## src/rtl/clock_pkg.sv

```systemverilog
// Shared constants for the clock display path: segment patterns and digit indices.
// No logic; no latency.
// No flow control.
package clock_pkg;

    localparam int NUM_DIGITS = 6;

    // Segment order is {g,f,e,d,c,b,a}, active-high
    localparam logic [6:0] SEG_0    = 7'h3F;
    localparam logic [6:0] SEG_1    = 7'h06;
    localparam logic [6:0] SEG_2    = 7'h5B;
    localparam logic [6:0] SEG_3    = 7'h4F;
    localparam logic [6:0] SEG_4    = 7'h66;
    localparam logic [6:0] SEG_5    = 7'h6D;
    localparam logic [6:0] SEG_6    = 7'h7D;
    localparam logic [6:0] SEG_7    = 7'h07;
    localparam logic [6:0] SEG_8    = 7'h7F;
    localparam logic [6:0] SEG_9    = 7'h6F;
    localparam logic [6:0] SEG_DASH = 7'h40;
    localparam logic [6:0] SEG_OFF  = 7'h00;

    localparam logic [2:0] IDX_HT = 3'd0;
    localparam logic [2:0] IDX_HU = 3'd1;
    localparam logic [2:0] IDX_MT = 3'd2;
    localparam logic [2:0] IDX_MU = 3'd3;
    localparam logic [2:0] IDX_ST = 3'd4;
    localparam logic [2:0] IDX_SU = 3'd5;

    typedef enum logic {
        PH_BLANK = 1'b0,
        PH_SHOW  = 1'b1
    } phase_t;

endpackage

```

## src/rtl/bcd_to_7seg.sv

```systemverilog
// BCD nibble to 7-segment pattern; non-decimal nibbles render as a dash.
// Latency: combinational.
// Backpressure: none.
module bcd_to_7seg
    import clock_pkg::*;
(
    input  logic [3:0] bcd,
    input  logic       blank,
    output logic [6:0] seg
);

    always_comb begin
        seg = SEG_DASH;
        if (blank) begin
            seg = SEG_OFF;
        end else begin
            case (bcd)
                4'd0:    seg = SEG_0;
                4'd1:    seg = SEG_1;
                4'd2:    seg = SEG_2;
                4'd3:    seg = SEG_3;
                4'd4:    seg = SEG_4;
                4'd5:    seg = SEG_5;
                4'd6:    seg = SEG_6;
                4'd7:    seg = SEG_7;
                4'd8:    seg = SEG_8;
                4'd9:    seg = SEG_9;
                default: seg = SEG_DASH;
            endcase
        end
    end

endmodule

```

## src/rtl/bcd_display_scan.sv

```systemverilog
// Scans a frame-coherent HH:MM:SS snapshot onto a 6-digit multiplexed 7-segment display.
// Latency: snapshot taken on the o_frame cycle; outputs are decoded from registered state.
// Backpressure: none; free-running scan, input changes wait for the next frame.
module bcd_display_scan
    import clock_pkg::*;
#(
    parameter int SCAN_DIV     = 1000,
    parameter int BLANK_CYCLES = 16,
    parameter bit LZ_BLANK     = 1'b1
) (
    input  logic       i_clk,
    input  logic       i_rst,
    input  logic [7:0] i_hh,
    input  logic [7:0] i_mm,
    input  logic [7:0] i_ss,
    output logic [6:0] o_seg,
    output logic       o_dp,
    output logic [5:0] o_dig,
    output logic       o_frame
);

    localparam int            CW       = (SCAN_DIV > 1) ? $clog2(SCAN_DIV) : 1;
    localparam logic [CW-1:0] CNT_LAST = CW'(SCAN_DIV - 1);
    localparam logic [CW-1:0] CNT_SHOW = CW'(BLANK_CYCLES);
    localparam logic [2:0]    IDX_LAST = 3'(NUM_DIGITS - 1);

    logic [CW-1:0] cnt;
    logic [2:0]    idx;
    logic [23:0]   snap;
    logic          frame_start;
    phase_t        phase;
    logic [3:0]    nib;
    logic          lz_blank;
    logic [6:0]    dec_seg;

    assign frame_start = (cnt == '0) && (idx == IDX_HT);

    always_ff @(posedge i_clk) begin
        if (i_rst) begin
            cnt  <= '0;
            idx  <= IDX_HT;
            snap <= '0;
        end else begin
            if (frame_start) begin
                snap <= {i_hh, i_mm, i_ss};
            end
            if (cnt == CNT_LAST) begin
                cnt <= '0;
                idx <= (idx == IDX_LAST) ? IDX_HT : idx + 3'd1;
            end else begin
                cnt <= cnt + 1'b1;
            end
        end
    end

    assign phase = (cnt < CNT_SHOW) ? PH_BLANK : PH_SHOW;

    always_comb begin
        nib = snap[23:20];
        case (idx)
            IDX_HT:  nib = snap[23:20];
            IDX_HU:  nib = snap[19:16];
            IDX_MT:  nib = snap[15:12];
            IDX_MU:  nib = snap[11:8];
            IDX_ST:  nib = snap[7:4];
            IDX_SU:  nib = snap[3:0];
            default: nib = snap[23:20];
        endcase
    end

    // Only a true zero is suppressed; a dash in the hours-tens slot stays visible
    assign lz_blank = LZ_BLANK && (idx == IDX_HT) && (snap[23:20] == 4'd0);

    bcd_to_7seg u_dec (
        .bcd   (nib),
        .blank (lz_blank),
        .seg   (dec_seg)
    );

    always_comb begin
        o_seg = SEG_OFF;
        o_dig = '0;
        o_dp  = 1'b0;
        if (!i_rst && phase == PH_SHOW) begin
            o_seg = dec_seg;
            o_dig = 6'd1 << idx;
            o_dp  = ((idx == IDX_HU) || (idx == IDX_MU)) && !snap[0];
        end
    end

    assign o_frame = frame_start && !i_rst;

endmodule

```

## config.mk

```make
export PLATFORM = sky130hd
export DESIGN_NAME = bcd_display_scan
export DESIGN_NICKNAME = d
export VERILOG_FILES = /design/src/rtl/clock_pkg.sv /design/src/rtl/bcd_to_7seg.sv /design/src/rtl/bcd_display_scan.sv
export SDC_FILE = /design/constraint.sdc
export NUM_CORES = 1
export LEC_CHECK = 0
export ABC_AREA = 0
export BUFFER_PORTS_ARGS = -buffer_cell sky130_fd_sc_hd__buf_4
export CORE_MARGIN = 4
export CORE_UTILIZATION = 30
export DETAILED_ROUTE_END_ITERATION = 6
export PLACE_DENSITY = 0.47
export SYNTH_ARGS = -nofsm -noshare
export SYNTH_HDL_FRONTEND = slang
export SYNTH_SLANG_ARGS = --single-unit
```

## constraint.sdc

```tcl
create_clock -name i_clk -period 7.2 [get_ports i_clk]
set_clock_uncertainty 0.05 [all_clocks]
set_input_delay 0 -clock i_clk [delete_from_list [all_inputs] [get_ports i_clk]]
set_output_delay 0 -clock i_clk [all_outputs]
set_load 0.03 [all_outputs]
```

## Yosys cells after proc, flatten, opt, wreduce, memory -nomap -nowiden

Memory sizes are Yosys's and may differ from the RTL's.
Index checks and enable logic that the tools add are counted.

| operators by class | value |
|---|---|
| add/sub/neg operators | 2 |
| magnitude comparators | 1 |
| equal/unequal tests | 6 |
| shifts and indexed selects | 1 |
| muxes and demuxes | 7 |
| reduce and logical (&&, ||, !) cells | 12 |

Operators by type and width:

| operator | number |
|---|---|
| one-hot mux 4 bit (5 select lines) | 1 |
| two-way mux 7 bit | 2 |
| adder 10 x 1 -> 10 bit (second input constant) | 1 |
| == test 10 bit (second input constant) | 1 |
| logical NOT 10 bit | 1 |
| < comparator 10 x 5 -> 1 bit (second input constant) | 1 |
| == test 3 x 2 -> 1 bit (second input constant) | 2 |
| == test 3 bit (second input constant) | 2 |
| two-way mux 6 bit | 1 |
| left shift 1 x 3 -> 6 bit (first input constant) | 1 |
| logical AND 1 bit | 5 |
| logical NOT 4 bit | 1 |
| adder 3 x 1 -> 3 bit (second input constant) | 1 |
| == test 3 x 1 -> 1 bit (second input constant) | 1 |
| logical NOT 3 bit | 1 |
| two-way mux 3 bit | 1 |
| logical NOT 1 bit | 2 |
| two-way mux 1 bit | 2 |
| OR reduction 2 bit | 1 |
| logical OR 1 bit | 1 |

| storage, ports and cells | value |
|---|---|
| flip-flop bits (word level) | 37 |
| ROM bits | 112 |
| input port bits | 26 |
| output and inout bits | 15 |
| memories kept | 1 |

Memory list:

| memory | words | width | rd ports | clocked after Yosys merged registers in | write ports | RTL line | RTL |
|---|---|---|---|---|---|---|---|
| (name not given) | 16 | 7 | 1 | 0 | 0 | bcd_to_7seg.sv:17 | `case (bcd)` |

## Longest topological paths before layout

An unclocked memory read counts as a cell.

| logic depth | value |
|---|---|
| word-level depth | 5 |
| gate-level depth with buffers | 13 |

## Cells and area by module

A second synthesis with hierarchy kept.

| unflattened totals | value |
|---|---|
| cells, all modules | 252 |
| area, all modules | 2,102.0 um^2 |

By module, submodules not included:

| module | instances | cells an instance | area an instance (um^2) | seq. area each (um^2) |
|---|---|---|---|---|
| bcd_display_scan | 1 | 218 | 1,891.8 | 740.7 |
| bcd_to_7seg | 1 | 34 | 210.2 | 0.0 |

## Least setup slack after synthesis

OpenSTA, ideal clock, no wires.

| timing | value |
|---|---|
| path kind | register to output |
| start | register idx[1] |
| end | output port o_seg[3] |
| arrival time | 2.938 ns |
| slack | 4.212 ns |
| stages on the path, launching flop included | 12 |
| buffers on the path | 3 |
| cell sequence | dfxtp_1 > buf_2 > buf_2 > and2_1 > ha_1 > clkbuf_1 > nand2_1 > o21ai_0 > o32ai_2 > inv_1 > ha_1 > o32ai_1 |

| between the ends | value |
|---|---|
| word-level cells in the longest chain between the ends | 5 |

Ends and longest elaborated chain:

| element | RTL line | RTL |
|---|---|---|
| from (decl) | bcd_display_scan.sv:28 | `logic [2:0] idx;` |
| from (signal assigned) | bcd_display_scan.sv:49 | `idx <= (idx == IDX_LAST) ? IDX_HT : idx + 3'd1;` |
| == test 3 bit, or another cell as far along | bcd_display_scan.sv:60 | `case (idx)` |
| one-hot mux 4 bit (5 select lines) | bcd_display_scan.sv:60 |  |
| memory (16 x 7 bit) | -- |  |
| two-way mux 7 bit (*) | bcd_to_7seg.sv:14 | `if (blank) begin` |
| two-way mux 7 bit (*) | bcd_display_scan.sv:84 | `if (!i_rst && phase == PH_SHOW) begin` |
| to (decl) | bcd_display_scan.sv:16 | `output logic [6:0] o_seg,` |

Every way passes the cells marked *; elsewhere a longest branch is shown, timed or not.

## Worst setup path in the final report

| timing | value |
|---|---|
| start | register idx[1] |
| end | output port o_seg[5] |

The elaborated chain is that of the path after synthesis.

==> flow_summary_export.csv <==
group,metric,value,unit
outcome,outcome,"complete, no violations",
cts,postCtsSetupBuffers,0,
timing,min_period,3460,ps
global_routing,grt_first_pass_wirelength,8690,um
worst_setup_path,worstPathArrival,3410,ps
drt,viasPerCell,4.60,
timing,rsz0062_at_grt,"false",
floorplanning,floorplan.initialDensity,31.1,%
global_routing,gr-total-overflow,0,
floorplanning,fp.dieArea,8500,um2
floorplanning,chipWidth,92.2,um
pwr,fin_total_pwr,0.502,mW
timing,timing_hold_violations_final,0,
worst_setup_path,critical_path_class,"reg -> out",
floorplanning,number_of_primary_i_o_pins,41,
timing,timing.setup.tns,0,ps
logic_synthesis,post_synthesis_sequential_area_ratio,34.8,%
drt,vias,1799,
logic_synthesis,netlist-cell-type-count,45,
global_routing,grt_antenna_before_repair,0,
pwr,power_per_cell_area,179,nW/um2
layout,layout.nets,327,
floorplanning,die_boundary_height,92.2,um
logic_synthesis,synth.avg_cell_area,8.90,um2
cts,clk_pin_slew_worst_paths,70,ps
drt,route.detailed.drc,0,
timing,timing.slew.headroom,47.9,%
worst_setup_path,critical_path_data_required_time,7150,ps
timing,finish_stage_setup_viols,0,
pwr,cellLeakagePower,1.21,nW
drt,dr.max_layer_used,"met4",
logic_synthesis,post_synth_inst_count,239,
logic_synthesis,synth-warning-count,0,
drt,routed-wl-met3,171,um
logic_synthesis,number_of_flops_mapped_to_enable_cells_by_yosys,0,
floorplanning,core_area,6830,um2
timing,setup_slack,3740,ps
layout,area_of_the_multi_input_gates,1260,um2
drt,met1_length,2640,um
drt,detail_route.first_pass.iterations,4,
drt,detail_route.wirelength,5180,um
flow_run,cap_viol_max_count,0,
drt,post_drt_wl_per_cell,13.2,um
timing,finalCritPeriodShare,48.0,%
layout,antenna_cells_inserted,0,
worst_hold_path,hp-class,"in -> reg",
place,dp_hpwl,3600,um
layout,finalNonFillerCells,391,
pwr,power.ir.vdd_worst,0.0849,mV
layout,num-fill-cells,725,
layout,ff_latch_area,741,um2
layout,drive_gt1_share,20.0,%
worst_setup_path,setup.worst_path.end_class,"output port",
layout,synthToLayoutAreaGrowth,32.1,%
place,dpl.cell_count,359,
drt,detail_route.iter0.violations,94,
worst_setup_path,critical_path.startpoint_type,"register",
global_routing,grt_start_max_net_pins,34,
drt,met2_length,2240,um
floorplanning,rows,30,
global_routing,number_of_global_route_vias_before_repair,1735,
place,io_buffer_count,40,
place,dp_worst_setup_slack,4060,ps
logic_synthesis,synthesis.nets,272,
cts,cts.sinks,37,
cts,cts-buffers-inserted,5,
timing,max_freq,289,MHz
cts,tritoncts,"built",
global_routing,grt.total_usage,12.8,%
cts,cts_max_path_buffers,2,
drt,drt.antenna.violating_nets,0,
timing,worstMarginPinSlew,779,ps
logic_synthesis,synth_ff_type,"dfxtp_1",
timing,slew_viol_final,0,
logic_synthesis,postSynth.asyncResetShare,0,%
cts,htree_levels,2,
place,gp_routability_congestion,0.768,
logic_synthesis,synth_seq_cells,37,
cts,clkLatencyLatePin,290,ps
worst_setup_path,critPathMaxFanout,21,
cts,clock-root-buffer,"clkbuf_8",
logic_synthesis,synth_area,2130,um2
==> layout make-up <==
| class | count | area share (%) |
|---|---|---|
| clock inverter | 1 | 1.07 |
| multi-input combinational | 177 | 44.8 |
| tap | 96 | 4.28 |
| sequential | 37 | 26.4 |
| timing repair buffer | 64 | 19.2 |
| clock buffer | 7 | 3.07 |
| inverter | 9 | 1.20 |
==> sequential cells by signal, summed over array words and instances (netlist names) <==
name  cells
idx       3
cnt      10
snap     24
==> cells in the final DEF, fill, tap and decap left out, types with 2 or more instances in the layout <==
cell type	n
nor2_1	43
nand3b_1	3
o32ai_1	5
and3_1	3
xor2_1	3
clkbuf_8	6
nand2_2	2
or2_2	2
nand3_1	3
a211oi_1	3
xnor2_1	5
dlygate4sd3_1	24
o21ai_0	9
nand2_1	10
buf_4	40
a21oi_1	7
nand4_1	2
nand2b_1	3
nor3_1	4
and2_1	4
nor2b_1	4
dfxtp_1	37
inv_1	9
mux2i_1	33
or4_1	2
ha_1	7
a21boi_0	2
==> where the power goes <==
part	switching (mW)	total (mW)	internal (mW)	leakage (nW)
logic	0.0403	0.0874	0.0471	0.849
registers	0.0106	0.230	0.219	0.303
clock network	0.0720	0.185	0.113	0.0585
==> through the flow <==
| step | util (%) | instance area (um2) | hold WS (ps) |
|---|---|---|---|
| CTS | 41.1 | 2810 | 53.0 |
| detailed placement | 35.9 | 2450 | 188 |
| finish | 41.1 | 2810 | 49.6 |
| floorplan | - | 2130 | 93.9 |
| global placement | 35.9 | 2450 | 179 |
| global route | 41.1 | 2810 | 56.2 |
==> cell families (layout without fill, tap and decap cells) <==
| family | count (synthesis) | count (layout) | synth area share (%) |
|---|---|---|---|
| xor gates and xnor gates | 8 | 8 | 3.29 |
| and+or+nand+nor | 92 | 92 | 21.9 |
| DFF | 37 | 37 | 34.8 |
| adders and majority gates | 7 | 7 | 4.12 |
| muxes | 33 | 33 | 15.5 |
| buffers and inverters | 25 | 81 | 6.06 |
| AOI/OAI and AO/OA | 37 | 37 | 14.3 |
==> Yosys cell counts, types with 2 or more instances <==
cell / number / area (um2)
nor2_1: 43 / 161
dfxtp_1: 37 / 741
mux2i_1: 33 / 330
nand2_1: 10 / 37.5
inv_1: 9 / 33.8
o21ai_0: 9 / 45.0
clkbuf_1: 8 / 30.0
a21oi_1: 7 / 35.0
ha_1: 7 / 87.6
o32ai_1: 5 / 43.8
xnor2_1: 5 / 43.8
and2_1: 4 / 25.0
buf_2: 4 / 20.0
buf_6: 4 / 45.0
nor2b_1: 4 / 25.0
nor3_1: 4 / 20.0
a211oi_1: 3 / 22.5
and3_1: 3 / 18.8
nand2b_1: 3 / 18.8
nand3_1: 3 / 15.0
nand3b_1: 3 / 22.5
xor2_1: 3 / 26.3
a21boi_0: 2 / 15.0
nand2_2: 2 / 12.5
nand4_1: 2 / 12.5
or2_2: 2 / 12.5
or4_1: 2 / 15.0
==> critical path, stage by stage, from the launching register on <==
cell and delay [ps]:
dfxtp_1 720, and2_1 220, ha_1 420, or2_2 200, a21boi_0 80, o32ai_1 580, inv_1 140, ha_1 250
o32ai_1 290, buf_4 210
==> per-layer routing <==
metal  vias up  track usage [%]
met3        12             2.46
met1       807             18.0
li1        946                -
met2        34             19.0
met4         0             5.57
met5         -                0
==> timing repair <==
item	CTS	global route
gates resized for setup	0	0
hold buffers	24	0
hold endpoints to repair	24	0
==> path summary, 6_finish.rpt <==
check / cells past startpoint / start / slack, ps / to
worst max-delay path: 9 / idx[1]$_SDFFE_PP0P_ / 3740 / o_seg[5]
worst min-delay path: 2 / i_rst / 50 / snap[8]$_SDFFE_PP0P_
worst max register to register: 5 / idx[1]$_SDFFE_PP0P_ / 4850 / snap[7]$_SDFFE_PP0P_
worst min register to register: 1 / cnt[0]$_SDFF_PP0_ / 410 / cnt[0]$_SDFF_PP0_
No activity file was read; power rests on OpenSTA's default activity.
